--- src/rtl/td4_pkg.sv ---
// Shared TD4 definitions: mnemonic indices, opcode constants and encoding helpers.
// Imported by the loader, the instruction decoder and assembler-side models.
package td4_pkg;

    localparam int unsigned TD4_ADDR_W = 4;
    localparam int unsigned TD4_WORD_W = 8;

    typedef enum logic [3:0] {
        MN_ADD_A_IM = 4'd0,
        MN_MOV_A_B  = 4'd1,
        MN_IN_A     = 4'd2,
        MN_MOV_A_IM = 4'd3,
        MN_MOV_B_A  = 4'd4,
        MN_ADD_B_IM = 4'd5,
        MN_IN_B     = 4'd6,
        MN_MOV_B_IM = 4'd7,
        MN_OUT_B    = 4'd8,
        MN_OUT_IM   = 4'd9,
        MN_JNC_IM   = 4'd10,
        MN_JMP_IM   = 4'd11
    } td4_mn_t;

    localparam logic [3:0] OP_ADD_A_IM = 4'b0000;
    localparam logic [3:0] OP_MOV_A_B  = 4'b0001;
    localparam logic [3:0] OP_IN_A     = 4'b0010;
    localparam logic [3:0] OP_MOV_A_IM = 4'b0011;
    localparam logic [3:0] OP_MOV_B_A  = 4'b0100;
    localparam logic [3:0] OP_ADD_B_IM = 4'b0101;
    localparam logic [3:0] OP_IN_B     = 4'b0110;
    localparam logic [3:0] OP_MOV_B_IM = 4'b0111;
    localparam logic [3:0] OP_OUT_B    = 4'b1001;
    localparam logic [3:0] OP_OUT_IM   = 4'b1011;
    localparam logic [3:0] OP_JNC_IM   = 4'b1110;
    localparam logic [3:0] OP_JMP_IM   = 4'b1111;

    typedef struct packed {
        logic                  legal;
        logic [TD4_WORD_W-1:0] word;
    } td4_enc_t;

    // Register-only forms carry no immediate; their im field is forced to zero.
    function automatic logic td4_has_imm(input logic [3:0] mn);
        case (mn)
            MN_MOV_A_B, MN_IN_A, MN_MOV_B_A, MN_IN_B, MN_OUT_B: return 1'b0;
            default:                                            return 1'b1;
        endcase
    endfunction

endpackage

--- src/rtl/td4_prog_loader_if.sv ---
// Symbolic instruction stream into the program loader: start pulse plus
// valid/ready beats of mnemonic, immediate and last flag.
interface td4_prog_loader_if;

    logic       start;
    logic       in_valid;
    logic       in_ready;
    logic [3:0] in_mn;
    logic [3:0] in_im;
    logic       in_last;

    modport master (
        output start, in_valid, in_mn, in_im, in_last,
        input  in_ready
    );

    modport slave (
        input  start, in_valid, in_mn, in_im, in_last,
        output in_ready
    );

endinterface

--- src/rtl/td4_insn_encoder.sv ---
// Combinational mnemonic/immediate to TD4 word encoder with legality flag.
module td4_insn_encoder
    import td4_pkg::*;
(
    input  logic [3:0] mn,
    input  logic [3:0] im,
    output td4_enc_t   enc
);

    logic [3:0] op;
    logic       legal;

    always_comb begin
        op    = '0;
        legal = 1'b1;
        case (mn)
            MN_ADD_A_IM: op = OP_ADD_A_IM;
            MN_MOV_A_B:  op = OP_MOV_A_B;
            MN_IN_A:     op = OP_IN_A;
            MN_MOV_A_IM: op = OP_MOV_A_IM;
            MN_MOV_B_A:  op = OP_MOV_B_A;
            MN_ADD_B_IM: op = OP_ADD_B_IM;
            MN_IN_B:     op = OP_IN_B;
            MN_MOV_B_IM: op = OP_MOV_B_IM;
            MN_OUT_B:    op = OP_OUT_B;
            MN_OUT_IM:   op = OP_OUT_IM;
            MN_JNC_IM:   op = OP_JNC_IM;
            MN_JMP_IM:   op = OP_JMP_IM;
            default:     legal = 1'b0;
        endcase
        enc.legal = legal;
        enc.word  = {op, td4_has_imm(mn) ? im : 4'b0000};
    end

endmodule

--- src/rtl/td4_prog_loader.sv ---
// TD4 program loader: encodes a symbolic instruction stream into program memory,
// pads the remainder with zero words and holds the CPU in reset until complete.
module td4_prog_loader
    import td4_pkg::*;
#(
    parameter int unsigned DEPTH = 16
) (
    input  logic                  clk,
    input  logic                  reset,
    td4_prog_loader_if.slave      ins,
    output logic                  wr_en,
    output logic [TD4_ADDR_W-1:0] wr_addr,
    output logic [TD4_WORD_W-1:0] wr_data,
    output logic                  cpu_hold,
    output logic                  done,
    output logic                  err,
    output logic [4:0]            count
);

    typedef enum logic [2:0] {
        ST_IDLE,
        ST_LOAD,
        ST_FILL,
        ST_DONE,
        ST_ERR
    } state_t;

    localparam logic [TD4_ADDR_W-1:0] LAST_ADDR = TD4_ADDR_W'(DEPTH - 1);

    state_t                state;
    logic [TD4_ADDR_W-1:0] addr;
    logic                  ready_q;
    td4_enc_t              enc;
    logic                  accept;
    logic                  end_beat;
    logic                  restart;

    td4_insn_encoder u_enc (
        .mn  (ins.in_mn),
        .im  (ins.in_im),
        .enc (enc)
    );

    assign ins.in_ready = ready_q;
    assign accept       = ins.in_valid & ready_q;
    assign end_beat     = ins.in_last | (addr == LAST_ADDR);
    // start only takes effect from the resting states; LOAD and FILL ignore it.
    assign restart      = ins.start &
                          ((state == ST_IDLE) || (state == ST_DONE) || (state == ST_ERR));

    always_ff @(posedge clk) begin
        if (reset) begin
            state    <= ST_IDLE;
            addr     <= '0;
            ready_q  <= 1'b0;
            wr_en    <= 1'b0;
            wr_addr  <= '0;
            wr_data  <= '0;
            cpu_hold <= 1'b1;
            done     <= 1'b0;
            err      <= 1'b0;
            count    <= '0;
        end else begin
            wr_en <= 1'b0;
            if (restart) begin
                state    <= ST_LOAD;
                addr     <= '0;
                count    <= '0;
                err      <= 1'b0;
                done     <= 1'b0;
                cpu_hold <= 1'b1;
                ready_q  <= 1'b1;
            end else begin
                case (state)
                    ST_LOAD: begin
                        if (accept) begin
                            if (enc.legal) begin
                                wr_en   <= 1'b1;
                                wr_addr <= addr;
                                wr_data <= enc.word;
                                addr    <= addr + 1'b1;
                                count   <= count + 1'b1;
                                if (end_beat) begin
                                    ready_q <= 1'b0;
                                    state   <= (addr == LAST_ADDR) ? ST_DONE : ST_FILL;
                                end
                            end else begin
                                err     <= 1'b1;
                                ready_q <= 1'b0;
                                state   <= ST_ERR;
                            end
                        end
                    end
                    ST_FILL: begin
                        wr_en   <= 1'b1;
                        wr_addr <= addr;
                        wr_data <= '0;
                        addr    <= addr + 1'b1;
                        if (addr == LAST_ADDR) begin
                            state <= ST_DONE;
                        end
                    end
                    // done/cpu_hold follow one cycle after entry, after the final write is visible.
                    ST_DONE: begin
                        done     <= 1'b1;
                        cpu_hold <= 1'b0;
                    end
                    default: begin
                    end
                endcase
            end
        end
    end

endmodule

--- src/flat_wrapper.sv ---
// flat-port wrapper written by rule: the top's interface ports become plain ports
module td4_prog_loader_flat import td4_pkg::*;
#(
    parameter int unsigned DEPTH = 16
)
  (clk, reset, wr_en, wr_addr, wr_data, cpu_hold, done, err, count, ins_start, ins_in_valid, ins_in_mn, ins_in_im, ins_in_last, ins_in_ready);
  td4_prog_loader_if ins_i ();
  input  logic clk;
  input  logic reset;
  output logic wr_en;
  output logic [TD4_ADDR_W-1:0] wr_addr;
  output logic [TD4_WORD_W-1:0] wr_data;
  output logic cpu_hold;
  output logic done;
  output logic err;
  output logic [4:0] count;
  input wire logic [$bits(ins_i.start)-1:0] ins_start;
  input wire logic [$bits(ins_i.in_valid)-1:0] ins_in_valid;
  input wire logic [$bits(ins_i.in_mn)-1:0] ins_in_mn;
  input wire logic [$bits(ins_i.in_im)-1:0] ins_in_im;
  input wire logic [$bits(ins_i.in_last)-1:0] ins_in_last;
  output wire logic [$bits(ins_i.in_ready)-1:0] ins_in_ready;
  assign ins_i.start = ins_start;
  assign ins_i.in_valid = ins_in_valid;
  assign ins_i.in_mn = ins_in_mn;
  assign ins_i.in_im = ins_in_im;
  assign ins_i.in_last = ins_in_last;
  assign ins_in_ready = ins_i.in_ready;
  td4_prog_loader #(.DEPTH(DEPTH)) u_core (.clk(clk), .reset(reset), .ins(ins_i), .wr_en(wr_en), .wr_addr(wr_addr), .wr_data(wr_data), .cpu_hold(cpu_hold), .done(done), .err(err), .count(count));
endmodule
--- config.mk ---
export PLATFORM = sky130hd
export DESIGN_NAME = td4_prog_loader_flat
export DESIGN_NICKNAME = d
export VERILOG_FILES = /design/src/rtl/td4_pkg.sv /design/src/rtl/td4_prog_loader_if.sv /design/src/rtl/td4_insn_encoder.sv /design/src/rtl/td4_prog_loader.sv /design/src/flat_wrapper.sv
export SDC_FILE = /design/constraint.sdc
export NUM_CORES = 1
export LEC_CHECK = 0
export ABC_AREA = 1
export CORE_MARGIN = 5
export CORE_UTILIZATION = 25
export CTS_CLUSTER_DIAMETER = 60
export DETAILED_ROUTE_END_ITERATION = 16
export GPL_TIMING_DRIVEN = 0
export PLACE_DENSITY = 0.55
export SLEW_MARGIN = 20
export SYNTH_ARGS = -nofsm -noshare
export SYNTH_HDL_FRONTEND = slang
export SYNTH_HIERARCHICAL = 1
export SYNTH_SLANG_ARGS = --single-unit
--- constraint.sdc ---
create_clock -name clk -period 1.7 [get_ports clk]
set_input_delay 0.51 -clock clk [delete_from_list [all_inputs] [get_ports clk]]
set_output_delay 0.51 -clock clk [all_outputs]
set_load 0.01 [all_outputs]
---- Yosys cells after proc, flatten, opt, wreduce, memory -nomap -nowiden ----
Index checks and enable logic that the tools add are counted.
storage, ports and cells
  output and inout bits ................... 22
  register bits ........................... 29
operators by class
  reduce and logical (&&, ||, !) cells .... 18
  bitwise gates (word level) .............. 5
  muxes and demuxes ....................... 27
  $add $sub $neg .......................... 2
  eq/ne operators ......................... 24
operators by type and width
  cell                                                              count
  4-bit case mux with 11 select lines                               1
  4-bit == test (second input constant)                             5
  4-bit 2-to-1 mux                                                  5
  4-bit by 3-bit == test with 1-bit output (second input constant)  4
  8-bit 2-to-1 mux                                                  2
  4-bit case mux with 2 select lines                                2
  8-bit case mux with 2 select lines                                1
  3-bit 2-to-1 mux                                                  4
  3-bit AND reduction                                               4
  4-bit AND reduction                                               3
  12-bit OR reduction                                               1
  1-bit 2-to-1 mux                                                  10
  3-bit by 1-bit != test with 1-bit output (second input constant)  3
  4-bit by 2-bit == test with 1-bit output (second input constant)  2
  3-bit by 2-bit == test with 1-bit output (second input constant)  2
  3-bit case mux with 2 select lines                                1
  2-bit nonzero test                                                3
  5-bit by 1-bit adder with 5-bit output (second input constant)    1
  5-bit OR reduction                                                1
  4-bit by 1-bit adder with 4-bit output (second input constant)    1
  4-bit by 1-bit == test with 1-bit output (second input constant)  1
  4-bit zero test                                                   1
  2-bit by 1-bit != test with 1-bit output (second input constant)  2
  4-bit by 2-bit != test with 1-bit output (second input constant)  1
  12 further kinds                                                  15

---- Logic depth before layout (Yosys ltp) ----
Gate-level depths: netlist of run 1.
  depth after elaboration ................. 7
  depth in mapped cells ................... 8

---- Hierarchy ----
Netlist of run 1, hierarchy kept.
by module, submodules not included
  module            area each (um2)  cells an instance  instances
  td4_prog_loader   1,212.4          155                1
  td4_insn_encoder  132.6            30                 1

---- Worst setup path after synthesis of run 1 ----
No wires, ideal clock.
  path kind ............................... in2reg
  start ................................... in ins_in_mn[2]
  end ..................................... reg u_core.addr[0]
  cell stages on the path ................. 7
  setup slack ............................. 0.210 ns
  arrival ................................. 1.424 ns
  data required time ...................... 1.634 ns
  path buffers ............................ 1
  library setup time ...................... 0.066 ns
  cell sequence ........................... nand2_1 > buf_4 > nand3_1 > nor2_4 > nor2_4 > or2_1 > a21oi_2
RTL lines
  element               RTL line               source
  from (decl)           flat_wrapper.sv:19     input wire logic [$bits(ins_i.in_mn)-1:0] ins_in_mn;
  to (signal assigned)  td4_prog_loader.sv:81  addr <= addr + 1'b1;
  to (signal assigned)  td4_prog_loader.sv:98  addr <= addr + 1'b1;
  to (decl)             td4_prog_loader.sv:31  logic [TD4_ADDR_W-1:0] addr;

---- Worst setup path after layout of run 1 ----
  start ................................... reg u_core.wr_addr[0]
  end ..................................... out wr_addr[0]
RTL lines
  element                 RTL line               source
  from (decl)             td4_prog_loader.sv:12  output logic [TD4_ADDR_W-1:0] wr_addr,
  from (signal assigned)  td4_prog_loader.sv:79  wr_addr <= addr;
  from (signal assigned)  td4_prog_loader.sv:96  wr_addr <= addr;
  to (decl)               flat_wrapper.sv:11     output logic [TD4_ADDR_W-1:0] wr_addr;
No word-level cell between the ends.

==> run metrics, run 1 <==
status=complete, no violations; vias=1303; pre-CTS WS=-468 ps; Die Ht=83.4 um; Worst Min Path Start=u_core/done; Total Nets Final=248; critical path data arrival time=1140 ps; H-tree levels=2; Clock Sinks=29; routed length per placed instance=11.1 um; Seq cells post-synth=29; Final Cycle Share=97.0%; post-route ant nets=0; pwr/cell area=727 nW/um^2; core area=5170 sq um; CTS Buf Count=5; crit-path max cell delay=540 ps; most frequent cells in the layout=42 x nand2_1, 29 x dfxtp_1, 27 x a21oi_1, 19 x inv_1, 19 x nand3_1; final-report setup violation count=0; I/O pin total=35; DRT Pass-1 Iters=4; worst flop-to-flop path startpoint=u_core/state[1]; Max Slew Vio Count=0; Cell Chain, Critical Path=clkdlybuf4s50_1; max-cap viol count=0; setup TNS=0 ps; grt total ovfl=0; initial cell density of the core=26.0%; Critical Path End Type=primary output; Worst Hold Class=reg2reg; final WL=3.39 mm; Worst Reg-to-Reg Cells=6; hold path endpoint=u_core/done; first-pass GRT wire length=5.72 mm; total power=1.42 mW; number of global-route vias before repair=1279; worst-margin pin slew=539 ps; kind of critical path=reg2out; r2r setup slk=380 ps; Startpoint Class=flop; vias per cell=4.29; Root Buffer=clkbuf_8; First DRT Iteration DRCs=51; CTS tree=yes; syn_nets=200; Slew HR=64.0%; Die W=83.4 um; CP top delay family=buffers and inverters; critical path required time=1190 ps; share of layout cells above drive strength 1=15.0%; CP max FO=2; Longest Clk Path Bufs=2; average size of a mapped cell=7.27 sq um; DRC=0; port bufs=34; Synth-to-Final Area Change=44.7%; Post-Syn Area=1350 sq um; post-route minimum period=1650 ps; Worst Hold Depth=2; slowest CP cell=clkdlybuf4s50_1; Netlist cell types=24; pin count of the biggest net entering global routing=11; commonest non-fill, non-tap cell in the layout=nand2_1; reg-to-reg critical path endpoint=u_core/count[4]; Antenna Cells=0; Cells after Synth=185; gr usage total=10.2%; final setup margin=50.6 ps; Final HPWL DP=2.42 mm; Cell Area, Placed=1770 sq um; Die ar.=6950 sq um; Max Fclk=0.606 GHz; gpl congestion=0.693; Max VDD drop=0.283 mV; synth warn=6; CP bufs+invs=1; sequential area share after synthesis=43.2%; LEAKAGE=0.954 nW; final core area utilization=37.6%; Crit path depth=1; std cell rows=26; final instance area=1950 sq um; hold buffers post-CTS=0; clock skew=2.07 ps; initial antenna violation count=0; clock slew at reported path FFs=60 ps; Clk Latency, worst-skew pair=270 ps; RSZ-0062 raised after global routing=false; Final Hold Violating Endpoints=0
-- power by group --
part	total, mW	switching, mW	internal (mW)
Sequential	0.702	0.0107	0.691
Combinational	0.180	0.0978	0.0823
Clock	0.534	0.244	0.290
-- how the worst max path moves through the flow --
stage / to / start / slack (ps)
3_3_place_gp: u_core/wr_addr[2] / ins_in_mn[2] / -460
3_5_place_dp: u_core/wr_data[1] / ins_in_mn[3] / -470
2_1_floorplan: u_core/addr[0] / ins_in_mn[2] / 210
6_report: wr_addr[0] / u_core/wr_addr[0] / 50
4_1_cts: cpu_hold / u_core/cpu_hold / 5
5_1_grt: wr_data[7] / u_core/wr_data[7] / 6
-- routing by layer --
metal	routed length (um)	up-vias	track usage [%]
met5	0	-	0
met4	15	0	3.12
met3	221	3	5.45
met2	1470	37	15.7
met1	1680	572	12.4
li1	-	691	-
-- sequential cells by signal (all words and copies together), names as in the netlist --
register             cells
u_core/wr_data           8
u_core/wr_en             1
u_core/done              1
u_core/ins.in_ready      1
u_core/addr              4
u_core/err               1
u_core/count             5
u_core/state             3
u_core/cpu_hold          1
u_core/wr_addr           4
-- worst min-delay path, cell delays in order (launching register included) --
cell     delay [ps]
dfxtp_1         310
inv_1            50
a21oi_1          50
-- cells in the mapped netlist --
master / number / area (sq um)
a211oi_1: 1 / 7.51
a21boi_1: 1 / 7.51
a21oi_1: 27 / 135
a21oi_2: 1 / 8.76
buf_4: 3 / 22.5
buf_6: 2 / 22.5
clkbuf_1: 1 / 3.75
dfxtp_1: 29 / 581
ha_1: 2 / 25.0
inv_1: 19 / 71.3
inv_2: 5 / 18.8
nand2_1: 43 / 161
nand2_2: 2 / 12.5
nand3_1: 20 / 100
nand3_2: 2 / 20.0
nor2_1: 13 / 48.8
nor2_2: 3 / 18.8
nor2_4: 2 / 22.5
nor3b_1: 1 / 7.51
o21ai_0: 4 / 20.0
o21ai_2: 1 / 8.76
or2_0: 1 / 6.26
or2_1: 1 / 6.26
xnor2_1: 1 / 8.76
-- cell type report --
class	instances	area, sq um
buffer	6	52.6
fill	531	3230
inverter	24	90.1
tap	70	87.6
multi-input combinational	126	641
clock buffer	8	80.1
sequential	29	581
timing repair buffer	41	415
-- what timing repair did --
action / 4_1_cts / 5_1_grt
cloned: 1 / 0
pin swaps: 1 / 3
endpoints found under the setup margin: 28 / 23
resized for setup: 10 / 14
setup buffers: 1 / 5
-- through the flow --
stage                     cells  hold WS [ps]
final                       304           448
after global routing        304           469
after CTS                   299           456
after detailed placement    289           447
after global placement      289           437
after floorplan             185           461
-- logic make-up (layout without fill, tap and decap cells) --
kind of cell | count (synthesis) | after routing | share of synthesized area (%)
AO/OA/AOI/OAI | 35 | 35 | 14.0
XOR/XNOR | 1 | 1 | 0.651
adder cells (fa/ha/maj) | 2 | 2 | 1.86
buffers and inverters | 30 | 79 | 10.3
flip-flops | 29 | 29 | 43.2
AND/OR/NAND/NOR | 88 | 88 | 30.0
Power figures use the tool's default switching activity.
==> run 2, diff against run 1 <==
--- a/config.mk
+++ b/config.mk
@@ -12,7 +12,8 @@
 export DETAILED_ROUTE_END_ITERATION = 16
 export GPL_TIMING_DRIVEN = 0
 export PLACE_DENSITY = 0.55
-export SLEW_MARGIN = 20
+export SETUP_SLACK_MARGIN = 0.4
+export SLEW_MARGIN = 0
 export SYNTH_ARGS = -nofsm -noshare
 export SYNTH_HDL_FRONTEND = slang
 export SYNTH_HIERARCHICAL = 1
==> run metrics, run 2 (same netlist as run 1, synthesis figures left out) <==
first-pass GRT wire length=6.38 mm (+11%); P_int=1.13 mW (+6.0%); most frequent cells in the layout=32 x nand2_1, 20 x buf_2, 17 x inv_1, 16 x nand3_1; final WL=3.91 mm (+15%); CTS tree=yes; post-route ant nets=0 (unchanged); CP max FO=5 (+3); Final Cycle Share=77.7% (-19 points); worst-margin pin slew=376 ps (-163 ps); Final HPWL DP=2.43 mm (+0.47%); hold path endpoint=u_core/err; Flop pwr share=46.7% (-2.9 points); gr usage total=11.2% (+0.91 points); Antenna Cells=0 (unchanged); DRC=0 (unchanged); max FFs per register=8 (unchanged); Synth-to-Final Area Change=60.6%; Worst Min Path Start=u_core/err; commonest non-fill, non-tap cell in the layout=nand2_1; Fill cells=537 (+1.1%); Slew HR=74.9% (+11 points); status=complete, no violations; H-tree levels=2 (unchanged); Worst Hold Class=reg2reg; CTS Buf Count=5 (unchanged); Clock Power Share=37.3% (-0.4 points); clock slew at reported path FFs=60 ps (about the same); I/O pin total=35 (unchanged); Max Slew Vio Count=0 (unchanged); reg-to-reg critical path endpoint=u_core/count[2]; Sw Ratio=25.4% (+0.49 points); post-route minimum period=1320 ps (-329 ps); routed length per placed instance=12.4 um (+11%); Die ar.=6950 sq um (unchanged); share of layout cells above drive strength 1=50.8% (+36 points); DRT Pass-1 Iters=4 (unchanged); std cell rows=26 (unchanged); grt total ovfl=0 (unchanged); NetSw=0.383 mW (+8.8%); number of global-route vias before repair=1398 (+9.3%); port bufs=34 (unchanged); Logic pwr share=16.0% (+3.3 points); core area=5170 sq um (unchanged); r2r setup slk=390 ps (about the same); critical path data arrival time=1520 ps (+380 ps); RSZ-0062 raised after global routing=true; Longest Clk Path Bufs=2 (unchanged); vias=1404 (+7.8%); clock skew=7.50 ps (+5.42 ps); initial cell density of the core=26.0% (unchanged); pin count of the biggest net entering global routing=11 (unchanged); Die Ht=83.4 um (unchanged); pwr/cell area=700 nW/um^2 (-3.8%); registers with the most flip-flops=u_core/wr_data (8), u_core/count (5); gpl congestion=0.723 (+4.5%); Most flops, register=u_core/wr_data; Worst Reg-to-Reg Cells=6 (unchanged); Critical Path End Type=flop; setup TNS=0 ps (unchanged); LEAKAGE=0.903 nW (-5.3%); First DRT Iteration DRCs=45 (-12%); Max Fclk=0.757 GHz (+25%); final-report setup violation count=0 (unchanged); Clock Sinks=29 (unchanged); max-cap viol count=0 (unchanged); Clk Latency, worst-skew pair=280 ps (about the same); vias per cell=4.44 (+3.7%); kind of critical path=in2reg; total power=1.51 mW (+6.7%); Total Nets Final=261 (+5.2%); critical path required time=1900 ps (+710 ps); Final Hold Violating Endpoints=0 (unchanged); Max VDD drop=0.350 mV (+24%); CP startpoint=ins_in_mn[3]; Root Buffer=clkbuf_8; initial antenna violation count=0 (unchanged); Worst Hold Depth=2 (unchanged); Startpoint Class=input port; worst flop-to-flop path startpoint=u_core/state[1]; Die W=83.4 um (unchanged)
[run 2: cell types whose count changed in the layout (fill, tap and decap cells not counted), sizes merged]
cell / before / now
clkdlybuf4s15: 0 / 2
dlygate4sd2: 7 / 2
dlymetal6s2s: 11 / 0
clkdlybuf4s50: 16 / 5
buf: 12 / 48
o21ai: 5 / 6
[run 2: through the flow]
step | instances | worst slack [ps] | hold WS, ps | area (sq um) | utilization, %
final | 316 | 379 | 442 | 2160 | 41.8
after global routing | 316 | 330 | 464 | 2160 | 41.8
after CTS | 312 | 377 | 448 | 1980 | 38.3
after detailed placement | 289 | -467 | 438 | 1810 | 35.1
after global placement | 289 | -470 | 438 | 1810 | 35.1
after floorplan | 185 | 327 | 461 | 1390 | -
[run 2: power groups by stage]
stage / combinational (mW) / clock, mW / sequential (mW)
floorplan: 0.101 / 0 / 0.719
global placement: 0.176 / 0 / 0.718
detailed placement: 0.176 / 0 / 0.718
CTS: 0.213 / 0.583 / 0.703
global route: 0.265 / 0.620 / 0.708
finish: 0.241 / 0.563 / 0.706
[run 2: critical path, cell delays in order]
cell and delay [ps]:
buf_8 110, nand2_8 60, buf_6 90, nand3_4 90
nor2_4 220, nand2_2 120, or2_0 210, a21oi_1 120
[run 2: routing by layer]
metal  vias up  wire [um]  GRT usage [%]
met3         7        185           3.56
met1       640       1860           14.3
met4         0         47           3.57
met2        38       1810           17.6
li1        719          -              -
met5         -          0              0
[run 2: cell type report]
cell class,count,area [sq um],share of cell area [%]
Multi-Input combinational cell,127,815,37.7
Sequential cell,29,607,28.1
Timing Repair Buffer,53,417,19.3
Inverter,24,90.1,4.17
Tap cell,70,87.6,4.06
Clock buffer,7,86.3,4.00
Buffer,6,57.6,2.67
[run 2: how the worst max path moves through the flow]
stage | endpoint | slack (ps) | cells after the start
after floorplan | u_core/count[2] | 330 | 7
after global placement | u_core/wr_addr[0] | -470 | 9
after detailed placement | u_core/wr_data[2] | -470 | 9
after CTS | u_core/count[2] | 380 | 8
after global routing | u_core/wr_data[2] | 330 | 9
final | u_core/count[2] | 380 | 8
[run 2: timing repair]
item / CTS / global route
buffers inserted: 13 / 3
endpoints found under the setup margin: 50 / 29
cloned: 3 / 1
pin swaps: 10 / 15
hold buffers: 0 / 0
gates resized for setup: 133 / 52
==> run 3, diff against run 2 <==
--- a/config.mk
+++ b/config.mk
@@ -11,7 +11,7 @@
 export CTS_CLUSTER_DIAMETER = 60
 export DETAILED_ROUTE_END_ITERATION = 16
 export GPL_TIMING_DRIVEN = 0
-export PLACE_DENSITY = 0.55
+export PLACE_DENSITY = 0.56
 export SETUP_SLACK_MARGIN = 0.4
 export SLEW_MARGIN = 0
 export SYNTH_ARGS = -nofsm -noshare
==> constraint.sdc (replaced) <==
create_clock -name clk -period 1.1 [get_ports clk]
set_input_delay 0.33 -clock clk [delete_from_list [all_inputs] [get_ports clk]]
set_output_delay 0.33 -clock clk [all_outputs]
set_load 0.01 [all_outputs]
==> run metrics, run 3 (same netlist as run 1, synthesis figures left out) <==
status=finished, violations left; violations in the final reports=setup timing; final WL=3.92 mm (+0.23%); port bufs=34 (unchanged); DRT Pass-1 Iters=4 (unchanged); CTS Buf Count=5 (unchanged); Logic pwr share=16.4% (+0.4 points); core area=5170 sq um (unchanged); Flop pwr share=42.7% (-4.0 points); Critical Path End Type=flop; I/O pin total=35 (unchanged); std cell rows=26 (unchanged); Max Fclk=0.791 GHz; Slew HR=76.5% (+1.6 points); share of layout cells above drive strength 1=56.7% (+5.9 points); critical path data arrival time=1460 ps (-60 ps); Final Hold Violating Endpoints=0 (unchanged); Longest Clk Path Bufs=2 (unchanged); critical path required time=1300 ps (-600 ps); final-report setup violation count=25 (+25); CTS tree=yes; Worst Hold Class=reg2reg; gr usage total=10.6% (-0.55 points); H-tree levels=2 (unchanged); total power=2.54 mW (+68%); registers with the most flip-flops=u_core/wr_data (8), u_core/count (5); post-route ant nets=0 (unchanged); pwr/cell area=1050 nW/um^2 (+50%); Max VDD drop=0.585 mV (+67%); clock skew=6.43 ps (-1.07 ps); routed length per placed instance=12.1 um (-2.2%); gpl congestion=0.883 (+22%); final setup margin=-165 ps (-544 ps); number of global-route vias before repair=1299 (-7.1%); Synth-to-Final Area Change=80.5%; vias per cell=4.30 (-3.2%); Clk Latency, worst-skew pair=280 ps (about the same); clock slew at reported path FFs=60 ps (about the same); max FFs per register=8 (unchanged); LEAKAGE=0.974 nW (+7.8%); P_int=1.91 mW (+70%); grt total ovfl=0 (unchanged); Root Buffer=clkbuf_8; post-route minimum period=1260 ps; Clock Sinks=29 (unchanged); Final Cycle Share=115%; hold buffers post-CTS=0 (unchanged); Die W=83.4 um (unchanged); initial antenna violation count=0 (unchanged); Clock Power Share=41.0% (+3.7 points); Final HPWL DP=2.44 mm (+0.56%); Total Nets Final=268 (+2.7%); max-cap viol count=0 (unchanged); DRC=0 (unchanged); most frequent cells in the layout=35 x nand2_1, 29 x buf_6, 20 x buf_4, 20 x dfxtp_2; worst-margin pin slew=353 ps (-23.5 ps); vias=1393 (-0.78%); NetSw=0.632 mW (+65%); RSZ-0062 raised after global routing=true; pin count of the biggest net entering global routing=11 (unchanged); Most flops, register=u_core/wr_data; initial cell density of the core=26.0% (unchanged); First DRT Iteration DRCs=38 (-16%); first-pass GRT wire length=5.90 mm (-7.5%); Antenna Cells=0 (unchanged); CP max FO=5 (unchanged); Die ar.=6950 sq um (unchanged); Sw Ratio=24.8% (-0.53 points); kind of critical path=reg2reg; Startpoint Class=flop; Max Slew Vio Count=0 (unchanged); pre-CTS WS=-904 ps (-437 ps); Fill cells=501 (-6.7%); commonest non-fill, non-tap cell in the layout=nand2_1; Die Ht=83.4 um (unchanged)
==> run 3: cell types whose count changed in the layout (fill, tap and decap cells not counted), sizes merged <==
cell,previous run,this run
buf,48,54
dlygate4sd2,2,4
clkdlybuf4s50,5,6
clkbuf,9,10
clkdlybuf4s15,2,0
==> run 3: repair_timing <==
| action | in CTS | in global routing |
|---|---|---|
| endpoints found under the setup margin | 51 | 51 |
| pin swaps | 9 | 16 |
| gates cloned | 1 | 2 |
| buffers inserted | 14 | 10 |
| gates resized for setup | 152 | 45 |
==> run 3: worst paths after layout <==
check | start | end | slack (ps) | cells after the start
worst max-delay path | u_core/state[2] | u_core/wr_addr[3] | -160 | 6
worst min-delay path | u_core/done | u_core/done | 460 | 2
worst max register to register | u_core/state[2] | u_core/wr_addr[3] | -160 | 6
worst min register to register | u_core/done | u_core/done | 460 | 2
==> run 3: worst max-delay path: stages (launching register included) <==
cell	delay, ps
dfxtp_4	350
nor2_4	130
nand2_4	80
buf_6	130
o21ai_4	250
nor2_2	60
a211oi_2	180
==> run 3: layout make-up <==
class | count | area, sq um | share of cell area, %
Inverter | 24 | 95.1 | 3.92
Sequential cell | 29 | 628 | 25.9
Tap cell | 70 | 87.6 | 3.61
Multi-Input combinational cell | 127 | 858 | 35.4
Timing Repair Buffer | 60 | 582 | 24.0
Buffer | 6 | 65.1 | 2.68
Clock buffer | 8 | 111 | 4.59
==> run 3: power by group through the flow <==
stage	Sequential [mW]	Clock (mW)	Combinational [mW]
6_report	1.09	1.04	0.417
5_1_grt	1.09	1.14	0.453
4_1_cts	1.09	1.08	0.330
3_5_place_dp	1.11	0	0.282
3_3_place_gp	1.11	0	0.281
2_1_floorplan	1.12	0	0.161
==> run 3: routing by layer <==
metal / up-vias / GRT usage (%) / part of all wire, % / routed length [um]
li1: 738 / - / - / -
met1: 624 / 12.2 / 45 / 1770
met2: 26 / 17.5 / 49 / 1930
met3: 5 / 4.95 / 4.3 / 170
met4: 0 / 3.12 / 1.1 / 43
met5: - / 0 / 0 / 0
==> run 3: through the flow <==
step	hold slack, ps	std cells	cell area (sq um)	TNS [ps]	util [%]
final	456	324	2430	-3070	46.9
after CTS	445	312	2170	-2660	41.9
after floorplan	399	185	1430	-603	-
after global placement	440	289	1860	-23420	35.9
after detailed placement	440	289	1860	-23770	35.9
after global routing	467	324	2430	-5090	46.9
